`src/rtl/mux_pkg.sv`:
```
`default_nettype none
// ============================================================================
// mux_pkg : shared state encoding and default sizing for mux_nto1_pipe
// Rev 1.0
// ============================================================================
package mux_pkg;

  localparam int unsigned DEFAULT_WIDTH  = 10;
  localparam int unsigned DEFAULT_NUM_IN = 4;

  typedef enum logic [1:0] {
    EMPTY = 2'd0,
    ONE   = 2'd1,
    FULL  = 2'd2
  } state_e;

endpackage
`default_nettype wire

```
`src/rtl/mux_nto1_sel.sv`:
```
`default_nettype none
// ============================================================================
// mux_nto1_sel : combinational N-to-1 channel select with range check
// Rev 1.0
// ============================================================================
module mux_nto1_sel #(
  parameter int unsigned       WIDTH       = 10,
  parameter int unsigned       NUM_IN      = 4,
  parameter int unsigned       SEL_W       = $clog2(NUM_IN),
  parameter logic [WIDTH-1:0]  DEFAULT_VAL = '0
) (
  input  logic [NUM_IN*WIDTH-1:0] in_data,
  input  logic [SEL_W-1:0]        in_sel,
  output logic [WIDTH-1:0]        data,
  output logic                    err
);

  // Comparing against each legal index keeps non-power-of-2 NUM_IN in range.
  always_comb begin
    data = DEFAULT_VAL;
    err  = 1'b1;
    for (int unsigned k = 0; k < NUM_IN; k++) begin
      if (32'(in_sel) == k) begin
        data = in_data[k*WIDTH +: WIDTH];
        err  = 1'b0;
      end
    end
  end

endmodule
`default_nettype wire

```
`src/rtl/mux_nto1_pipe.sv`:
```
`default_nettype none
// ============================================================================
// mux_nto1_pipe : N-to-1 mux with 1-cycle registered output and skid buffer
// Rev 1.0
// ============================================================================
module mux_nto1_pipe
  import mux_pkg::*;
#(
  parameter int unsigned       WIDTH       = DEFAULT_WIDTH,
  parameter int unsigned       NUM_IN      = DEFAULT_NUM_IN,
  parameter int unsigned       SEL_W       = $clog2(NUM_IN),
  parameter logic [WIDTH-1:0]  DEFAULT_VAL = '0
) (
  input  logic                    clk,
  input  logic                    rst,
  input  logic [NUM_IN*WIDTH-1:0] in_data,
  input  logic [SEL_W-1:0]        in_sel,
  input  logic                    in_valid,
  output logic                    in_ready,
  output logic [WIDTH-1:0]        out_data,
  output logic                    out_err,
  output logic                    out_valid,
  input  logic                    out_ready
);

  if (NUM_IN < 2 || NUM_IN > 16 || SEL_W < $clog2(NUM_IN)) begin : g_param_check
    $error("mux_nto1_pipe: NUM_IN must be 2..16 and SEL_W wide enough to address it");
  end

  state_e           state_q;
  logic [WIDTH-1:0] out_data_q;
  logic             out_err_q;
  logic             out_valid_q;
  logic [WIDTH-1:0] skid_data_q;
  logic             skid_err_q;
  logic             in_ready_q;

  logic [WIDTH-1:0] sel_data_d;
  logic             sel_err_d;
  logic             accept;
  logic             xfer;

  mux_nto1_sel #(
    .WIDTH       (WIDTH),
    .NUM_IN      (NUM_IN),
    .SEL_W       (SEL_W),
    .DEFAULT_VAL (DEFAULT_VAL)
  ) u_sel (
    .in_data (in_data),
    .in_sel  (in_sel),
    .data    (sel_data_d),
    .err     (sel_err_d)
  );

  assign accept = in_valid && in_ready_q;
  assign xfer   = out_valid_q && out_ready;

  // in_ready is registered from the next state, so out_ready never reaches it combinationally.
  always_ff @(posedge clk or posedge rst) begin
    if (rst) begin
      state_q     <= EMPTY;
      out_data_q  <= '0;
      out_err_q   <= 1'b0;
      out_valid_q <= 1'b0;
      skid_data_q <= '0;
      skid_err_q  <= 1'b0;
      in_ready_q  <= 1'b1;
    end else begin
      case (state_q)
        EMPTY: begin
          if (accept) begin
            out_data_q  <= sel_data_d;
            out_err_q   <= sel_err_d;
            out_valid_q <= 1'b1;
            state_q     <= ONE;
          end
        end
        ONE: begin
          if (accept && !xfer) begin
            skid_data_q <= sel_data_d;
            skid_err_q  <= sel_err_d;
            in_ready_q  <= 1'b0;
            state_q     <= FULL;
          end else if (!accept && xfer) begin
            out_valid_q <= 1'b0;
            state_q     <= EMPTY;
          end else if (accept && xfer) begin
            out_data_q  <= sel_data_d;
            out_err_q   <= sel_err_d;
          end
        end
        FULL: begin
          if (xfer) begin
            out_data_q  <= skid_data_q;
            out_err_q   <= skid_err_q;
            in_ready_q  <= 1'b1;
            state_q     <= ONE;
          end
        end
        default: begin
          out_valid_q <= 1'b0;
          in_ready_q  <= 1'b1;
          state_q     <= EMPTY;
        end
      endcase
    end
  end

  assign in_ready  = in_ready_q;
  assign out_data  = out_data_q;
  assign out_err   = out_err_q;
  assign out_valid = out_valid_q;

endmodule
`default_nettype wire
```
`config.mk`:
```
export PLATFORM = sky130hd
export DESIGN_NAME = mux_nto1_pipe
export DESIGN_NICKNAME = d
export VERILOG_FILES = /design/src/rtl/mux_pkg.sv /design/src/rtl/mux_nto1_sel.sv /design/src/rtl/mux_nto1_pipe.sv
export SDC_FILE = /design/constraint.sdc
export NUM_CORES = 1
export LEC_CHECK = 0
export ABC_AREA = 1
export CAP_MARGIN = 30
export CORE_ASPECT_RATIO = 0.7
export CORE_UTILIZATION = 44
export CTS_CLUSTER_SIZE = 24
export DETAILED_ROUTE_END_ITERATION = 10
export GPL_TIMING_DRIVEN = 0
export PLACE_DENSITY = 0.8
export REMOVE_ABC_BUFFERS = 1
export SYNTH_ARGS = -nofsm -noshare
export SYNTH_HDL_FRONTEND = slang
export SYNTH_SLANG_ARGS = --single-unit
```
`constraint.sdc`:
```
create_clock -name clk -period 1.8 [get_ports clk]
set_input_delay 0.54 -clock clk [delete_from_list [all_inputs] [get_ports clk]]
set_output_delay 0.54 -clock clk [all_outputs]
set_load 0.02 [all_outputs]
```
==> flow_summary.json <==
{
  "setup_viol": 0,
  "drc": 0,
  "report.final.slew_viol_count": 0,
  "cp_num_buf_inv": 1,
  "power.internal_mw": 0.995,
  "p_per_area_mw_per_mm2": 536,
  "hold_viol_final": 0,
  "routed_wl_um": 4040,
  "swShare": 0.215,
  "final_cell_mix": "nand2_1 (77), clkdlybuf4s50_1 (44), dfrtp_1 (25)",
  "drtIter0Drc": 67,
  "power.total_mw": 1.27,
  "syn_inst": 217,
  "comb_power_share": 0.154,
  "crit_slowest_cell": "clkdlybuf4s50_1",
  "die_y_um": 52.1,
  "min_path_type": "in -> async",
  "status": "complete, no violations",
  "fin_nets": 324,
  "clkLatencyLatePin_ns": 0.28,
  "max_stage_delay_ns": 0.61,
  "drive_gt1_frac": 0.150,
  "cts.clk_slew.worst_paths_ns": 0.09,
  "synth-seq-cells": 26,
  "final_common_cell": "nand2_1",
  "cts_tree": "yes",
  "p_seq_frac": 0.460,
  "dieArea_mm2": 0.00383,
  "io_pins": 59,
  "grt-ovfl-total": 0,
  "crit_type": "reg -> out",
  "worstPathMaxFanout": 2,
  "grt_first_pass_wirelength_um": 6170,
  "syn_area_per_cell_um2": 7.26,
  "layout_min_cycle_time_ns": 1.77,
  "worst_slew_pin_slew_ns": 0.703,
  "grt_use_total": 0.215,
  "die_w_um": 73.5,
  "wl_per_cell_um": 12.6,
  "synth_warnings": 0,
  "power_switching_mw": 0.273,
  "slew_headroom": 0.530,
  "port_buffers": 58,
  "clkPwrFrac": 0.386,
  "cts_sinks": 26,
  "start_kind": "register",
  "max_freq_mhz": 564,
  "min_period_over_period": 0.985,
  "htreeDepth": 1,
  "p_leak_nw": 1.11,
  "final_util": 0.722,
  "r2r_cells": 6,
  "vdd_ir_drop_max_uv": 417,
  "cts_root_buf": "clkbuf_8",
  "via_per_inst": 4.95,
  "cp.required_ns": 1.26,
  "hpwl_um": 2620,
  "ys_types": 21,
  "gp_congestion": 0.811,
  "rsz0062_at_grt": "false",
  "rows": 17,
  "ant_nets": 0,
  "endpoint_kind": "output pin",
  "core_mm2": 0.00328,
  "antenna_cells": 0,
  "vias": 1588,
  "dr.pass1.iters": 4,
  "clockBufferDepth": 2,
  "syn_to_final_growth_pct": 50.1,
  "maxCapViolCount": 0,
  "grt_max_degree": 24,
  "cp_cell_sequence": "clkdlybuf4s50_1",
  "cts_buffers": 3,
  "synth_area_mm2": 0.00158,
  "grt_pass1_vias": 1349,
  "cp_top_family": "buffers and inverters",
  "antenna_found_initial": 0,
  "crit_cells": 1,
  "seq_area_frac_synth": 0.414,
  "cp.arrival_ns": 1.23,
  "setup_tns_ns": 0,
  "start_util": 0.481,
  "clock_skew_ns": 0.00662
}
[registers in the layout, summed over array words and instances (netlist names)]
name / count
skid_data_q: 10
skid_err_q: 1
out_data: 10
in_ready: 1
out_err: 1
state_q: 2
out_valid: 1
[synthesized netlist by cell type]
| cell | count | share of area |
|---|---|---|
| a21oi_1 | 3 | 0.0095 |
| inv_1 | 7 | 0.017 |
| nor2_1 | 14 | 0.033 |
| buf_2 | 4 | 0.013 |
| o21ai_0 | 4 | 0.013 |
| buf_4 | 1 | 0.0048 |
| or2_0 | 10 | 0.040 |
| buf_6 | 3 | 0.021 |
| dfstp_2 | 1 | 0.017 |
| ha_1 | 3 | 0.024 |
| nand3_1 | 23 | 0.073 |
| nand3_2 | 1 | 0.0064 |
| dfrtp_1 | 25 | 0.40 |
| nand2_4 | 2 | 0.014 |
| clkbuf_4 | 1 | 0.0048 |
| o21ai_1 | 19 | 0.060 |
| nand2_1 | 81 | 0.19 |
| inv_2 | 2 | 0.0048 |
| nand2_2 | 2 | 0.0079 |
| nor2_4 | 1 | 0.0071 |
| nor2_2 | 10 | 0.040 |
[cells by family after synthesis]
| kind of cell | after synthesis | share of synthesized area |
|---|---|---|
| buffers and inverters | 18 | 0.0651 |
| AND/OR/NAND/NOR | 144 | 0.415 |
| flip-flops | 26 | 0.414 |
| adder cells (fa/ha/maj) | 3 | 0.0238 |
| AO/OA/AOI/OAI | 26 | 0.0826 |
[area by class of cell]
cell class / instances / area, um^2
clock buffers: 3 / 41.3
repair buffers: 60 / 624
flip-flops and latches: 26 / 652
inverters: 9 / 33.8
clock inverters: 1 / 30.0
well taps: 47 / 58.8
multi-input cells: 175 / 925
fillers: 278 / 911
[routing by layer]
metal,part of all wire,GRT usage
met1,0.48,0.295
met3,0.053,0.0504
met4,0.0020,0.0385
met5,0,0
met2,0.47,0.349
[power groups by stage]
stage	sequential, mW	clock (mW)	combinational, mW
floorplan	0.595	0	0.0661
global placement	0.595	0	0.188
detailed placement	0.595	0	0.197
CTS	0.584	0.496	0.196
global route	0.584	0.515	0.217
finish	0.584	0.489	0.195
[metrics by stage]
step,worst slack (ns),cell area (um^2),cells,hold slack [ns]
after floorplan,0.161,1510,208,0.437
final,0.0264,2360,321,0.474
after detailed placement,-0.588,2170,314,0.457
after global routing,0.000470,2360,321,0.490
after CTS,-0.0183,2290,319,0.474
after global placement,-0.570,2150,313,0.453
[final timing paths]
check | slack [ns] | from | end
max | 0.03 | out_data[1] | out_data[1]
min | 0.47 | rst | out_data[1]
max reg2reg | 0.11 | state_q[0] | out_data[1]
min reg2reg | 0.48 | out_data[4] | out_data[4]
max in group asynchronous | 0.86 | rst | in_ready
min in group clk | 0.48 | out_data[4] | out_data[4]
[timing repair]
item	in CTS	in global routing
hold buffers	0	0
pin swaps	0	6
setup endpoints to repair	26	24
setup buffers	0	1
gates resized for setup	15	23
cloned	1	1
Note: power is estimated with default switching activity, not from simulation.
